### src/rtl/mul_pkg.sv
// Shared types and defaults for the shift-add multiplier front-end sequencer.
// Imported by the sequencer top and its watchdog counter.
package mul_pkg;

  localparam int MUL_W              = 32;
  localparam int DEFAULT_MAX_CYCLES = 65535;
  localparam int DEFAULT_TW         = 32;

  typedef enum logic [2:0] {
    IDLE   = 3'd0,
    START  = 3'd1,
    LOAD_A = 3'd2,
    LOAD_B = 3'd3,
    WAIT   = 3'd4,
    RESP   = 3'd5
  } seq_state_t;

endpackage

### src/rtl/mul_seq_watchdog.sv
// Saturating cycle counter that flags when a multiplier run has taken MAX_CYCLES cycles.
// Held at zero while clr is high; counts only while en is high.
module mul_seq_watchdog
  import mul_pkg::*;
#(
  parameter int TW         = DEFAULT_TW,
  parameter int MAX_CYCLES = DEFAULT_MAX_CYCLES
) (
  input  logic clk,
  input  logic rst_n,
  input  logic clr,
  input  logic en,
  output logic expired
);

  localparam logic [TW-1:0] LIMIT = TW'(MAX_CYCLES - 1);

  logic [TW-1:0] cnt_q;
  logic [TW-1:0] cnt_d;

  // Saturate at all-ones so a missed exit can never wrap back below LIMIT.
  always_comb begin
    cnt_d = cnt_q;
    if (clr) begin
      cnt_d = '0;
    end else if (en && (cnt_q != '1)) begin
      cnt_d = cnt_q + 1'b1;
    end
  end

  always_ff @(posedge clk or negedge rst_n) begin
    if (!rst_n) begin
      cnt_q <= '0;
    end else begin
      cnt_q <= cnt_d;
    end
  end

  assign expired = (cnt_q == LIMIT);

endmodule

### src/rtl/mul_operand_seq.sv
// Operand sequencer in front of the shift-add multiplier: accepts {A,B}, feeds them over
// the shared data bus, waits for done (with watchdog) and returns the product.
module mul_operand_seq
  import mul_pkg::*;
#(
  parameter int W          = MUL_W,
  parameter int MAX_CYCLES = DEFAULT_MAX_CYCLES,
  parameter int TW         = DEFAULT_TW
) (
  input  logic         clk,
  input  logic         rst_n,
  input  logic         in_valid,
  output logic         in_ready,
  input  logic [W-1:0] in_a,
  input  logic [W-1:0] in_b,
  output logic         out_valid,
  input  logic         out_ready,
  output logic [W-1:0] out_prod,
  output logic         out_err,
  output logic         mul_start,
  output logic [W-1:0] mul_data,
  input  logic         mul_done,
  input  logic [W-1:0] mul_y
);

  seq_state_t   state_q, state_d;
  logic [W-1:0] a_q, a_d;
  logic [W-1:0] b_q, b_d;
  logic         mul_start_q, mul_start_d;
  logic [W-1:0] mul_data_q, mul_data_d;
  logic         out_valid_q, out_valid_d;
  logic [W-1:0] out_prod_q, out_prod_d;
  logic         out_err_q, out_err_d;

  logic wd_clr;
  logic wd_en;
  logic wd_expired;

  assign wd_clr = (state_q != WAIT);
  assign wd_en  = (state_q == WAIT);

  mul_seq_watchdog #(
    .TW         (TW),
    .MAX_CYCLES (MAX_CYCLES)
  ) u_watchdog (
    .clk     (clk),
    .rst_n   (rst_n),
    .clr     (wd_clr),
    .en      (wd_en),
    .expired (wd_expired)
  );

  // A sticky done left over from a previous run must block new work until reset.
  assign in_ready = rst_n && (state_q == IDLE) && !mul_done;

  // Bus outputs are computed for the state being entered so they are registered.
  always_comb begin
    state_d     = state_q;
    a_d         = a_q;
    b_d         = b_q;
    mul_start_d = 1'b0;
    mul_data_d  = '0;
    out_valid_d = out_valid_q;
    out_prod_d  = out_prod_q;
    out_err_d   = out_err_q;

    unique case (state_q)
      IDLE: begin
        if (in_valid && in_ready) begin
          a_d         = in_a;
          b_d         = in_b;
          mul_start_d = 1'b1;
          state_d     = START;
        end
      end
      START: begin
        mul_data_d = a_q;
        state_d    = LOAD_A;
      end
      LOAD_A: begin
        mul_data_d = b_q;
        state_d    = LOAD_B;
      end
      LOAD_B: begin
        state_d = WAIT;
      end
      WAIT: begin
        if (mul_done) begin
          out_prod_d  = mul_y;
          out_err_d   = 1'b0;
          out_valid_d = 1'b1;
          state_d     = RESP;
        end else if (wd_expired) begin
          out_prod_d  = '0;
          out_err_d   = 1'b1;
          out_valid_d = 1'b1;
          state_d     = RESP;
        end
      end
      RESP: begin
        if (out_ready) begin
          out_valid_d = 1'b0;
          state_d     = IDLE;
        end
      end
      default: begin
        state_d = IDLE;
      end
    endcase
  end

  always_ff @(posedge clk or negedge rst_n) begin
    if (!rst_n) begin
      state_q     <= IDLE;
      a_q         <= '0;
      b_q         <= '0;
      mul_start_q <= 1'b0;
      mul_data_q  <= '0;
      out_valid_q <= 1'b0;
      out_prod_q  <= '0;
      out_err_q   <= 1'b0;
    end else begin
      state_q     <= state_d;
      a_q         <= a_d;
      b_q         <= b_d;
      mul_start_q <= mul_start_d;
      mul_data_q  <= mul_data_d;
      out_valid_q <= out_valid_d;
      out_prod_q  <= out_prod_d;
      out_err_q   <= out_err_d;
    end
  end

  assign mul_start = mul_start_q;
  assign mul_data  = mul_data_q;
  assign out_valid = out_valid_q;
  assign out_prod  = out_prod_q;
  assign out_err   = out_err_q;

endmodule
### config.mk
export PLATFORM = sky130hd
export DESIGN_NAME = mul_operand_seq
export DESIGN_NICKNAME = d
export VERILOG_FILES = /design/src/rtl/mul_pkg.sv /design/src/rtl/mul_seq_watchdog.sv /design/src/rtl/mul_operand_seq.sv
export SDC_FILE = /design/constraint.sdc
export NUM_CORES = 1
export LEC_CHECK = 0
export ABC_CLOCK_PERIOD_IN_PS = 2600
export BUFFER_PORTS_ARGS = -buffer_cell sky130_fd_sc_hd__buf_2
export CORE_ASPECT_RATIO = 1.25
export CORE_MARGIN = 10
export CORE_UTILIZATION = 45
export DETAILED_ROUTE_END_ITERATION = 6
export HOLD_SLACK_MARGIN = 0.03
export PLACE_DENSITY = 0.77
export SLEW_MARGIN = 20
export SYNTH_ARGS = -nofsm -noshare
export SYNTH_HDL_FRONTEND = slang
export SYNTH_SLANG_ARGS = --single-unit
### constraint.sdc
create_clock -name clk -period 2.6 [get_ports clk]
set_input_delay 0.52 -clock clk [delete_from_list [all_inputs] [get_ports clk]]
set_output_delay 0.52 -clock clk [all_outputs]
set_load 0.01 [all_outputs]
# Word level (Yosys, flattened, before mapping)
# Cells that the tools add are included.
dict set report word_totals {
  mem_bits_rw 0
  latch_bits 0
  rom_bits 0
  reg_bits 166
  memories 0
}
dict set report op_classes {
  div_mod_pow 0
  add_sub_neg 1
  shifts 0
  reduce_logical 13
  magnitude_cmp 0
  muxes 17
  n_eq_ne 11
  bitwise 0
  multipliers 0
}
# operator count
set op_table {}
lappend op_table {{$mux W32} 4}
lappend op_table {{$pmux W32 S2} 1}
lappend op_table {{$add A32 B1 Y32 const B} 1}
lappend op_table {{$eq A32 B16 Y1 const B} 1}
lappend op_table {{$ne A32 B32 Y1 const B} 1}
lappend op_table {{$pmux W3 S6} 1}
lappend op_table {{$mux W3} 4}
lappend op_table {{$eq A3 B2 Y1 const B} 2}
lappend op_table {{$eq A3 B3 Y1 const B} 2}
lappend op_table {{$mux W1} 6}
lappend op_table {{$ne A3 B3 Y1 const B} 2}
lappend op_table {{$reduce_and A3 Y1} 2}
lappend op_table {{$reduce_bool A2 Y1} 3}
lappend op_table {{$logic_and A1 B1 Y1} 4}
lappend op_table {{$reduce_and A2 Y1} 2}
lappend op_table {{$eq A3 B1 Y1 const B} 1}
lappend op_table {{$logic_not A3 Y1} 1}
lappend op_table {{$ne A2 B1 Y1 const B} 1}
lappend op_table {{$ne A2 B2 Y1 const B} 1}
lappend op_table {{$pmux W1 S2} 1}
lappend op_table {{$logic_not A1 Y1} 1}

# Longest topological paths before layout
# Gate-level depths: netlist (run 1).
dict set report depth {
  word_depth 6
  ltp_mapped 7
}

# Modules after synthesis
# From an unflattened synthesis (run 1), not the netlist that was laid out.
dict set report unflattened {
  cells_unflattened 520
  area_unflattened_um2 6819.0
}
# mod cells_per_inst n_inst area_per_inst_um2
set by_module_without_submodules {}
lappend by_module_without_submodules {mul_operand_seq 311 1 4947.2}
lappend by_module_without_submodules {mul_seq_watchdog 209 1 1871.8}

# Worst setup path before layout (run 1)
# Ideal clock, no wire load.
dict set report synth_path {
  path_type {reg2reg}
  start {register u_watchdog.cnt_q[12]}
  end {register u_watchdog.cnt_q[7]}
  setup_ns 0.136
  n_path_buf 1
  path_slack_ns 0.601
  period_less_slack_ns 1.999
  path_stages_with_launch 7
  arrival_time_ns 1.862
  path_cell_list {dfrtp_1 nand4_4 or4_4 buf_6 o41ai_4 or3_1 a21oi_1}
}
dict set report synth_via {
  elab_chain_cells 3
}
# element line_no
set synth_rtl {}
lappend synth_rtl {{start: declaration} mul_seq_watchdog.sv:18} ;# logic [TW-1:0] cnt_q;
lappend synth_rtl {{start signal: assignment} mul_seq_watchdog.sv:35} ;# cnt_q <= cnt_d;
lappend synth_rtl {{$ne A32 B32 Y1} mul_seq_watchdog.sv:26} ;# end else if (en && (cnt_q != '1)) begin
lappend synth_rtl {{$logic_and A1 B1 Y1} mul_seq_watchdog.sv:26}
lappend synth_rtl {{$reduce_bool A2 Y1 (no line)} n/a}
# No other way between the ends.
# A chain may end at the register's enable or synchronous reset.

# Worst setup path after layout (run 1)
dict set report layout_path {
  start {register u_watchdog.cnt_q[12]}
  end {register out_prod_q[21], in the netlist out_prod[21]}
}
dict set report layout_via {
  elab_chain_cells 3
}
# element line_no
set layout_rtl {}
lappend layout_rtl {{$eq A32 B16 Y1} mul_seq_watchdog.sv:39} ;# assign expired = (cnt_q == LIMIT);
lappend layout_rtl {{$reduce_bool A2 Y1 (no line)} n/a}
lappend layout_rtl {{$reduce_and A2 Y1 (no line)} n/a}
lappend layout_rtl {{end signal: assignment} mul_operand_seq.sv:129} ;# out_prod_q <= out_prod_d;
lappend layout_rtl {{end: declaration} mul_operand_seq.sv:32} ;# logic [W-1:0] out_prod_q, out_prod_d;
# No other way between the ends.

==> impl_metrics.py, run 1 <==
metrics = {
    "outcome": {
        "status": "finished clean",
    },
    "clocking": {
        "clock_path_buffers": 2,
        "root_buffer": "clkbuf_16",
        "clk_pin_slew_ns": 0.07,
        "clkLatencyLatePin_ns": 0.43,
        "cts_made_buffers": 17,
        "cts_resized": 0,
        "cts_tree": "yes",
        "cts.htree.levels": 4,
        "cts.sinks": 166,
    },
    "worst_setup_path": {
        "end_kind": "flop",
        "crit_slowest_cell": "or4b_1",
        "worst_ep_arrival_time_ns": 2.54,
        "worst-setup-path-type": "reg2reg",
        "crit_path_max_incr_delay_ns": 0.51,
        "path_cells": "nand4_4 -> or4b_1 -> nor4_2 -> o21ai_2 -> buf_12 -> a22o_1",
        "cp.required_ns": 2.91,
        "start_kind": "flop",
        "cp_max_fo": 22,
    },
    "floorplan": {
        "dieWidth_um": 130,
        "start_util": 0.455,
        "die_area_um2": 20400,
        "core_area_um2": 14900,
        "die_height_um": 157,
        "ios": 169,
        "rows": 50,
    },
    "synthesis": {
        "synth_area_leaders": "dfrtp_1, nand2_1, a22o_1",
        "synth_edf_count": 0,
        "netlist_area_um2": 6780,
        "async_flop_share": 1.00,
        "synth_ff_type": "dfrtp_1",
        "synth_area_per_cell_um2": 10.3,
        "ys_types": 42,
        "synth-warning-count": 0,
        "synth_most_common_cell": "nand2_1",
        "ys_ff_latch": 166,
        "syn-num-nets": 758,
        "postSynthCellCount": 655,
        "yosys.area.top_type": "dfrtp_1",
        "netlist.area_leader.share": 0.613,
        "synthTopCellsByCount": "nand2_1, dfrtp_1, a22o_1",
        "ys_seq_area_frac": 0.613,
    },
    "sta": {
        "fin_crit_sh": 0.858,
        "rsz0062_at_grt": "false",
        "timing.fmax_mhz": 448,
        "slew_headroom": 0.479,
        "period_needed_ns": 2.23,
        "finalSetupTns_ns": 0,
        "postLayoutSetupSlackWorst_ns": 0.368,
        "slew_viol_final": 0,
        "final.setup_skew_ns": 0.0138,
        "hold_slack_ns": 0.275,
        "hold_violations": 0,
        "setup_viol": 0,
        "worst_slew_pin_slew_ns": 0.781,
    },
    "hold_path": {
        "hold_path.class": "in2reg",
    },
    "drt": {
        "post_drt_wl_per_cell_um": 16.9,
        "drc_errors": 0,
        "ant_nets": 0,
        "routed-via-count": 5393,
        "viasPerCell": 5.29,
        "drt_iter0_markers": 363,
        "drt-pass1-iter-count": 6,
        "wl_um": 17200,
    },
    "power_and_ir_drop": {
        "p_comb_frac": 0.265,
        "p_switching_mw": 2.82,
        "p_leak_nw": 4.32,
        "swShare": 0.314,
        "ir_worst_vdd_v": 0.000517,
        "sequentialPowerShare": 0.449,
        "power_density_nw_per_um2": 1060,
        "p_int_mw": 6.16,
        "power.total_mw": 8.98,
        "clkPwrFrac": 0.286,
    },
    "global_route": {
        "grt_pass1_wl_um": 28100,
        "grt_max_degree": 65,
        "overflow": 0,
        "grt_pass1_vias": 5574,
        "antenna_found_initial": 0,
        "groute.usage.overall": 0.172,
    },
    "final_layout": {
        "drive_gt1_frac": 0.268,
        "n_antenna_cell": 0,
        "fin_util": 0.571,
        "layout.nets": 929,
        "n_fill_cell": 1318,
        "synthToLayoutAreaGrowth_pct": 25.5,
        "final_cells": 1020,
        "final_cell_area_um2": 8510,
    },
    "place": {
        "dp_cells": 988,
        "place_ws_ns": 0.359,
        "dp_hpwl_um": 11900,
        "placed_cell_area_um2": 7890,
        "placement.io_buffers": 168,
        "gp_congestion": 0.822,
    },
    "flow_run": {
        "cap_violations": 0,
    },
}
[metal layers]
| metal | routed length [um] | share of wire | vias up | global-route usage |
|---|---|---|---|---|
| li1 | - | - | 2611 | - |
| met1 | 7250 | 0.42 | 2599 | 0.212 |
| met2 | 8420 | 0.49 | 153 | 0.276 |
| met3 | 1160 | 0.067 | 30 | 0.0579 |
| met4 | 379 | 0.022 | 0 | 0.0585 |
| met5 | 0 | 0 | - | 0 |
[flip-flops by register name, indices dropped and copies added (netlist names)]
| register | flops |
|---|---|
| a_q | 32 |
| b_q | 32 |
| mul_data | 32 |
| out_prod | 32 |
| u_watchdog.cnt_q | 32 |
| state_q | 3 |
| mul_start | 1 |
| out_err | 1 |
| out_valid | 1 |
[cells by family (layout without fill, tap and decap cells)]
logic type,after synthesis,after routing,share of synthesized area
and+or+nand+nor,322,322,0.215
AOI/OAI and AO/OA,113,113,0.129
xor gates and xnor gates,12,12,0.0155
DFF,166,166,0.613
buffers and inverters,40,223,0.0238
adders and majority gates,2,2,0.00369
[worst max-delay path, delay by kind of cell (launching register included)]
| kind | cells | cell delay, ns |
|---|---|---|
| AOI/OAI and AO/OA | 2 | 0.45 |
| buffers and inverters | 1 | 0.23 |
| DFF | 1 | 0.46 |
| and+or+nand+nor | 3 | 0.97 |
[layout by cell type (no fill, tap or decap), drive strengths merged, types with 6 or more instances in the layout]
| master | count |
|---|---|
| buf | 186 |
| dfrtp | 166 |
| xnor2 | 10 |
| o21ai | 17 |
| nor2 | 25 |
| a21oi | 18 |
| clkbuf | 21 |
| or4 | 6 |
| a22o | 64 |
| nor4 | 14 |
| nand4 | 16 |
| nand2 | 212 |
| or3 | 13 |
| and2 | 8 |
| inv | 6 |
| nand3 | 11 |
[layout make-up]
| class | count | area, um^2 | share of cell area |
|---|---|---|---|
| Tap cell | 182 | 228 | 0.0268 |
| Inverter | 5 | 18.8 | 0.00221 |
| Multi-Input combinational cell | 449 | 2470 | 0.290 |
| Clock buffer | 21 | 460 | 0.0541 |
| Clock inverter | 10 | 146 | 0.0172 |
| Sequential cell | 166 | 4150 | 0.488 |
| Timing Repair Buffer | 187 | 1030 | 0.121 |
[final timing paths]
path | startpoint | to | slack, ns | depth (start not counted)
min in group asynchronous | rst_n | u_watchdog.cnt_q[24] | 0.46 | 2
worst max-delay path | u_watchdog.cnt_q[12] | out_prod[21] | 0.37 | 6
worst min-delay path | in_b[2] | b_q[2] | 0.27 | 3
worst max register to register | u_watchdog.cnt_q[12] | out_prod[21] | 0.37 | 6
max in group asynchronous | rst_n | b_q[6] | 1.20 | 3
worst min register to register | b_q[30] | b_q[30] | 0.47 | 2
[power groups by stage]
| stage | Combinational [mW] | Sequential, mW | Clock (mW) |
|---|---|---|---|
| 2_1_floorplan | 1.14 | 4.22 | 0 |
| 3_3_place_gp | 2.35 | 4.05 | 0 |
| 3_5_place_dp | 2.42 | 4.05 | 0 |
| 4_1_cts | 2.43 | 4.04 | 2.62 |
| 5_1_grt | 2.64 | 4.16 | 2.74 |
| 6_report | 2.38 | 4.03 | 2.57 |
[timing repair]
item	4_1_cts	5_1_grt
hold endpoints to repair	2	0
buffers inserted	0	0
hold buffers	1	0
Power figures use the tool's default switching activity.
==> run 2: changes to the inputs <==
- RECOVER_POWER: not set -> 100
==> run 2 against run 1 <==
Effect of this change:
- first-iteration DRC count is 0.83% lower
- combinational power is 6% lower
- maximum frequency is 2.8% lower
- critical path type unchanged
- largest cell class unchanged
- largest power group unchanged
- highest routed layer unchanged
==> impl_metrics.py, run 2 (synthesis results as in run 1) <==
metrics = {
    "worst_setup_path": {
        "crit_path_max_incr_delay_ns": 0.64,
        "worst_ep_arrival_time_ns": 2.65,
        "crit_slowest_cell": "or4_4",
        "worst-setup-path-type": "reg2reg",
        "end_kind": "flop",
        "path_cells": "nand4_4 -> or4_4 -> o31ai_1 -> o21ai_0 -> a21oi_1",
        "cp.required_ns": 2.95,
        "start_kind": "flop",
        "cp_max_fo": 10,
    },
    "final_layout": {
        "layout_commonest_cell": "nand2_1",
        "layout.nets": 929,
        "most-common-layout-cells": "nand2_1, dfrtp_1, buf_2, clkbuf_1, a22o_1",
        "synthToLayoutAreaGrowth_pct": 23.6,
        "fin_util": 0.562,
        "final_cell_area_um2": 8370,
        "n_fill_cell": 1361,
        "seq_area_um2": 4150,
        "drive_gt1_frac": 0.179,
        "multiInputGateArea_um2": 2450,
        "n_antenna_cell": 0,
    },
    "clocking": {
        "cts.sinks": 166,
        "cts.htree.levels": 4,
        "clkLatencyLatePin_ns": 0.43,
        "root_buffer": "clkbuf_16",
        "ctsHoldBuffers": 1,
        "clk_pin_slew_ns": 0.07,
        "cts_made_buffers": 17,
        "cts_tree": "yes",
        "postCtsSetupBuffers": 0,
        "clock_path_buffers": 2,
        "cts_resized": 0,
    },
    "floorplan": {
        "die_height_um": 157,
        "dieWidth_um": 130,
        "core_area_um2": 14900,
        "ios": 169,
        "rows": 50,
        "die_area_um2": 20400,
        "start_util": 0.455,
    },
    "place": {
        "gp_congestion": 0.822,
        "place_ws_ns": 0.359,
        "placed_cell_area_um2": 7890,
        "dp_hpwl_um": 11900,
        "placement.io_buffers": 168,
    },
    "drt": {
        "viasPerCell": 5.29,
        "drt-pass1-iter-count": 5,
        "wl_um": 17300,
        "drc_errors": 0,
        "drt_iter0_markers": 360,
        "post_drt_wl_per_cell_um": 16.9,
        "ant_nets": 0,
        "routed-via-count": 5394,
    },
    "sta": {
        "postLayoutSetupSlackWorst_ns": 0.304,
        "fin_crit_sh": 0.883,
        "slew_viol_final": 0,
        "period_needed_ns": 2.30,
        "hold_violations": 0,
        "timing.fmax_mhz": 436,
        "finalSetupTns_ns": 0,
        "setup_viol": 0,
        "slew_headroom": 0.140,
        "worst_slew_pin_slew_ns": 1.29,
        "final.setup_skew_ns": 0.0204,
        "rsz0062_at_grt": "false",
    },
    "global_route": {
        "grt_pass1_vias": 5574,
        "grt_max_degree": 65,
        "antenna_found_initial": 0,
        "grt_pass1_wl_um": 28100,
        "groute.usage.overall": 0.172,
        "overflow": 0,
    },
    "outcome": {
        "status": "finished clean",
    },
    "power_and_ir_drop": {
        "p_leak_nw": 4.05,
        "power.total_mw": 8.85,
        "ir_worst_vdd_v": 0.000507,
        "power_density_nw_per_um2": 1060,
    },
    "flow_run": {
        "cap_violations": 0,
    },
    "hold_path": {
        "hold_path.class": "in2reg",
    },
}
==> run 2: cell types whose count changed in the layout (fill, tap and decap cells not counted), moves of 2 or more <==
cell      before  now
buf_4         15    9
buf_2        167  101
and2_0         1    3
clkbuf_2       0    2
clkbuf_1       2   73
o21ai_1        2    0
and2_1         7    5
o21ai_0       14   16
==> run 2: final cells by class <==
type,instances,area share
well taps,182,0.0272
clock buffers,21,0.0550
flip-flops and latches,166,0.496
inverters,5,0.00224
clock inverters,10,0.0175
multi-input cells,449,0.292
repair buffers,187,0.110
==> run 2: metrics by stage <==
stage	instances	hold WS, ns
2_1_floorplan	655	0.224
3_3_place_gp	988	0.313
3_5_place_dp	988	0.314
4_1_cts	1020	0.266
5_1_grt	1020	0.281
6_report	1020	0.270
==> run 2: metal layers <==
layer / GRT usage / up-vias / part of all wire
met4: 0.0585 / 0 / 0.019
met1: 0.212 / 2610 / 0.43
met3: 0.0579 / 26 / 0.066
met5: 0 / - / 0
li1: - / 2604 / -
met2: 0.276 / 154 / 0.49
==> run 2: report_power, final <==
part           internal, mW  leakage, nW  total [mW]  switching (mW)
registers              3.54         2.16        4.05           0.506
logic                 0.908         1.60        2.24            1.33
clock network          1.56        0.294        2.57            1.00
total                  6.01         4.05        8.85            2.84
==> run 2: worst paths after layout <==
check,from,to,slack (ns),depth (start not counted)
setup reg to reg,u_watchdog.cnt_q[12],u_watchdog.cnt_q[4],0.30,5
max in group asynchronous,rst_n,mul_data[21],0.51,3
min in group asynchronous,rst_n,u_watchdog.cnt_q[24],0.52,2
hold / removal,in_b[2],b_q[2],0.27,3
setup / recovery,u_watchdog.cnt_q[12],u_watchdog.cnt_q[4],0.30,5
hold reg to reg,b_q[0],b_q[0],0.47,2
==> run 2: critical path, delay by kind of cell (launching register included) <==
kind	cells	cell delay, ns
AOI/OAI and AO/OA	3	0.95
and+or+nand+nor	2	0.82
DFF	1	0.46
==> run 3: changes to the inputs <==
- CORE_MARGIN: 10 -> 2
- SYNTH_HIERARCHICAL: not set -> 1
==> run 3 against run 2 <==
Effect of this change:
- sequential share of layout area grew 0.11 points
- via count decreased by 8.4%
- cell area down 0.22%
- sequential cell count unchanged
- clock power fell by 4%
- largest power group unchanged
- setup slack got worse by 0.13 ns
- die area down 21%
- hold slack improved by 0.037 ns
- global-route usage up 2.2 points
- first-iteration DRC count fell by 20%
- wire length decreased by 12%
- sequential power is 3% lower
==> impl_metrics.py, run 3 <==
metrics = {
    "outcome": {
        "status": "finished clean",
    },
    "synthesis": {
        "async_flop_share": 1.00,
        "ys_ff_latch": 166,
        "synth_edf_count": 0,
        "ys_types": 49,
        "netlist.area_leader.share": 0.609,
        "yosys.area.top_type": "dfrtp_1",
        "ys_seq_area_frac": 0.609,
        "synth_area_leaders": "dfrtp_1, mux2_1, a22o_1",
        "postSynthCellCount": 520,
        "synth_most_common_cell": "dfrtp_1",
        "synth_ff_type": "dfrtp_1",
        "synth-warning-count": 6,
        "synthTopCellsByCount": "dfrtp_1, a22o_1, mux2_1",
        "synth_area_per_cell_um2": 13.1,
        "syn-num-nets": 623,
        "netlist_area_um2": 6820,
    },
    "global_route": {
        "groute.usage.overall": 0.194,
        "grt_pass1_vias": 5197,
        "grt_pass1_wl_um": 25000,
        "antenna_found_initial": 0,
        "overflow": 0,
        "grt_max_degree": 168,
    },
    "worst_setup_path": {
        "timing.critical_path.mode_cell": "buf_4",
        "cp_max_fo": 7,
        "end_kind": "flop",
        "worst-setup-path-type": "reg2reg",
        "cp.required_ns": 2.89,
        "crit_slowest_cell": "nor4b_2",
        "start_kind": "flop",
        "crit_path_max_incr_delay_ns": 0.92,
        "worst_ep_arrival_time_ns": 2.72,
        "path_cells": "buf_4 -> nor2_1 -> nor4b_2 -> buf_4 -> mux2_1",
    },
    "floorplan": {
        "core_area_um2": 14900,
        "ios": 169,
        "start_util": 0.458,
        "die_area_um2": 16200,
        "dieWidth_um": 114,
        "rows": 50,
        "die_height_um": 142,
    },
    "clocking": {
        "clkLatencyLatePin_ns": 0.42,
        "cts_resized": 0,
        "cts.sinks": 166,
        "clock_path_buffers": 2,
        "ctsHoldBuffers": 0,
        "cts_tree": "yes",
        "postCtsSetupBuffers": 0,
        "cts_made_buffers": 17,
        "clk_pin_slew_ns": 0.07,
        "root_buffer": "clkbuf_16",
        "cts.htree.levels": 4,
    },
    "drt": {
        "post_drt_wl_per_cell_um": 17.2,
        "routed-via-count": 4939,
        "drc_errors": 0,
        "drt-pass1-iter-count": 4,
        "ant_nets": 0,
        "drt_iter0_markers": 287,
        "viasPerCell": 5.58,
        "wl_um": 15300,
    },
    "sta": {
        "setup_viol": 0,
        "period_needed_ns": 2.43,
        "finalSetupTns_ns": 0,
        "fin_crit_sh": 0.934,
        "worst_slew_pin_slew_ns": 1.08,
        "slew_viol_final": 0,
        "rsz0062_at_grt": "false",
        "final.setup_skew_ns": 0.0193,
        "timing.fmax_mhz": 412,
        "hold_violations": 0,
        "slew_headroom": 0.276,
    },
    "power_and_ir_drop": {
        "ir_worst_vdd_v": 0.000609,
        "power_density_nw_per_um2": 1000,
        "p_leak_nw": 3.72,
    },
    "final_layout": {
        "drive_gt1_frac": 0.209,
        "final_cells": 885,
        "multiInputGateArea_um2": 2470,
        "n_fill_cell": 1305,
        "seq_area_um2": 4150,
        "n_antenna_cell": 0,
        "layout_commonest_cell": "dfrtp_1",
        "layout.nets": 793,
        "synthToLayoutAreaGrowth_pct": 22.5,
        "most-common-layout-cells": "dfrtp_1, buf_2, clkbuf_1, a22o_1, mux2_1",
    },
    "hold_path": {
        "hold_path.class": "in2reg",
    },
    "place": {
        "placement.io_buffers": 168,
        "dp_cells": 853,
        "gp_congestion": 0.886,
        "dp_hpwl_um": 10600,
    },
    "flow_run": {
        "cap_violations": 0,
    },
}
-- run 3: cells by family after synthesis --
kind of cell,count (synthesis),synth area share
flops,166,0.609
simple gates,124,0.104
compound gates,111,0.127
mux,65,0.107
buf+inv,35,0.0272
xor+xnor,17,0.0218
fa+ha+maj,2,0.00367
-- run 3: path summary, 6_finish.rpt --
path                             from                    to  slack (ns)  cells past startpoint
max in group asynchronous       rst_n  u_watchdog/cnt_q[14]        1.66                      2
hold reg to reg               a_q[12]          mul_data[12]        0.49                      1
min in group asynchronous       rst_n                a_q[1]        0.37                      2
setup / recovery           state_q[2]                a_q[8]        0.17                      5
setup reg to reg           state_q[2]                a_q[8]        0.17                      5
hold / removal                in_b[1]                b_q[1]        0.31                      2
-- run 3: where the power goes --
group          switching, mW  internal, mW
logic                   1.03         0.955
registers              0.453          3.48
clock network           1.11          1.36
-- run 3: layout make-up --
class | count | share of cell area
flip-flops and latches | 166 | 0.497
multi-input cells | 319 | 0.296
repair buffers | 182 | 0.107
clock buffers | 17 | 0.0509
well taps | 182 | 0.0273
clock inverters | 15 | 0.0198
inverters | 4 | 0.00180
-- run 3: worst max-delay path: cells and delay by family (launching register included) --
kind          cells  cell delay [ns]
buf+inv           2             0.44
simple gates      2             1.14
mux               1             0.34
flops             1             0.37
-- run 3: routing by layer --
layer	track usage	vias to the layer above	share of wire
met4	0.0719	0	0.017
li1	-	2273	-
met3	0.0692	29	0.078
met5	0	-	0
met1	0.241	2438	0.41
met2	0.311	199	0.50
-- run 3: metrics by stage --
step | hold WS [ns] | cell area (um^2) | setup slack [ns] | power (mW) | util
6_report | 0.307 | 8350 | 0.172 | 8.39 | 0.561
5_1_grt | 0.295 | 8350 | 0.0421 | 8.87 | 0.561
4_1_cts | 0.290 | 8480 | 0.277 | 8.60 | 0.570
3_5_place_dp | 0.473 | 7890 | 0.298 | 6.10 | 0.530
3_3_place_gp | 0.467 | 7890 | 0.353 | 5.93 | 0.530
2_1_floorplan | 0.224 | 6820 | 0.490 | 5.19 | -
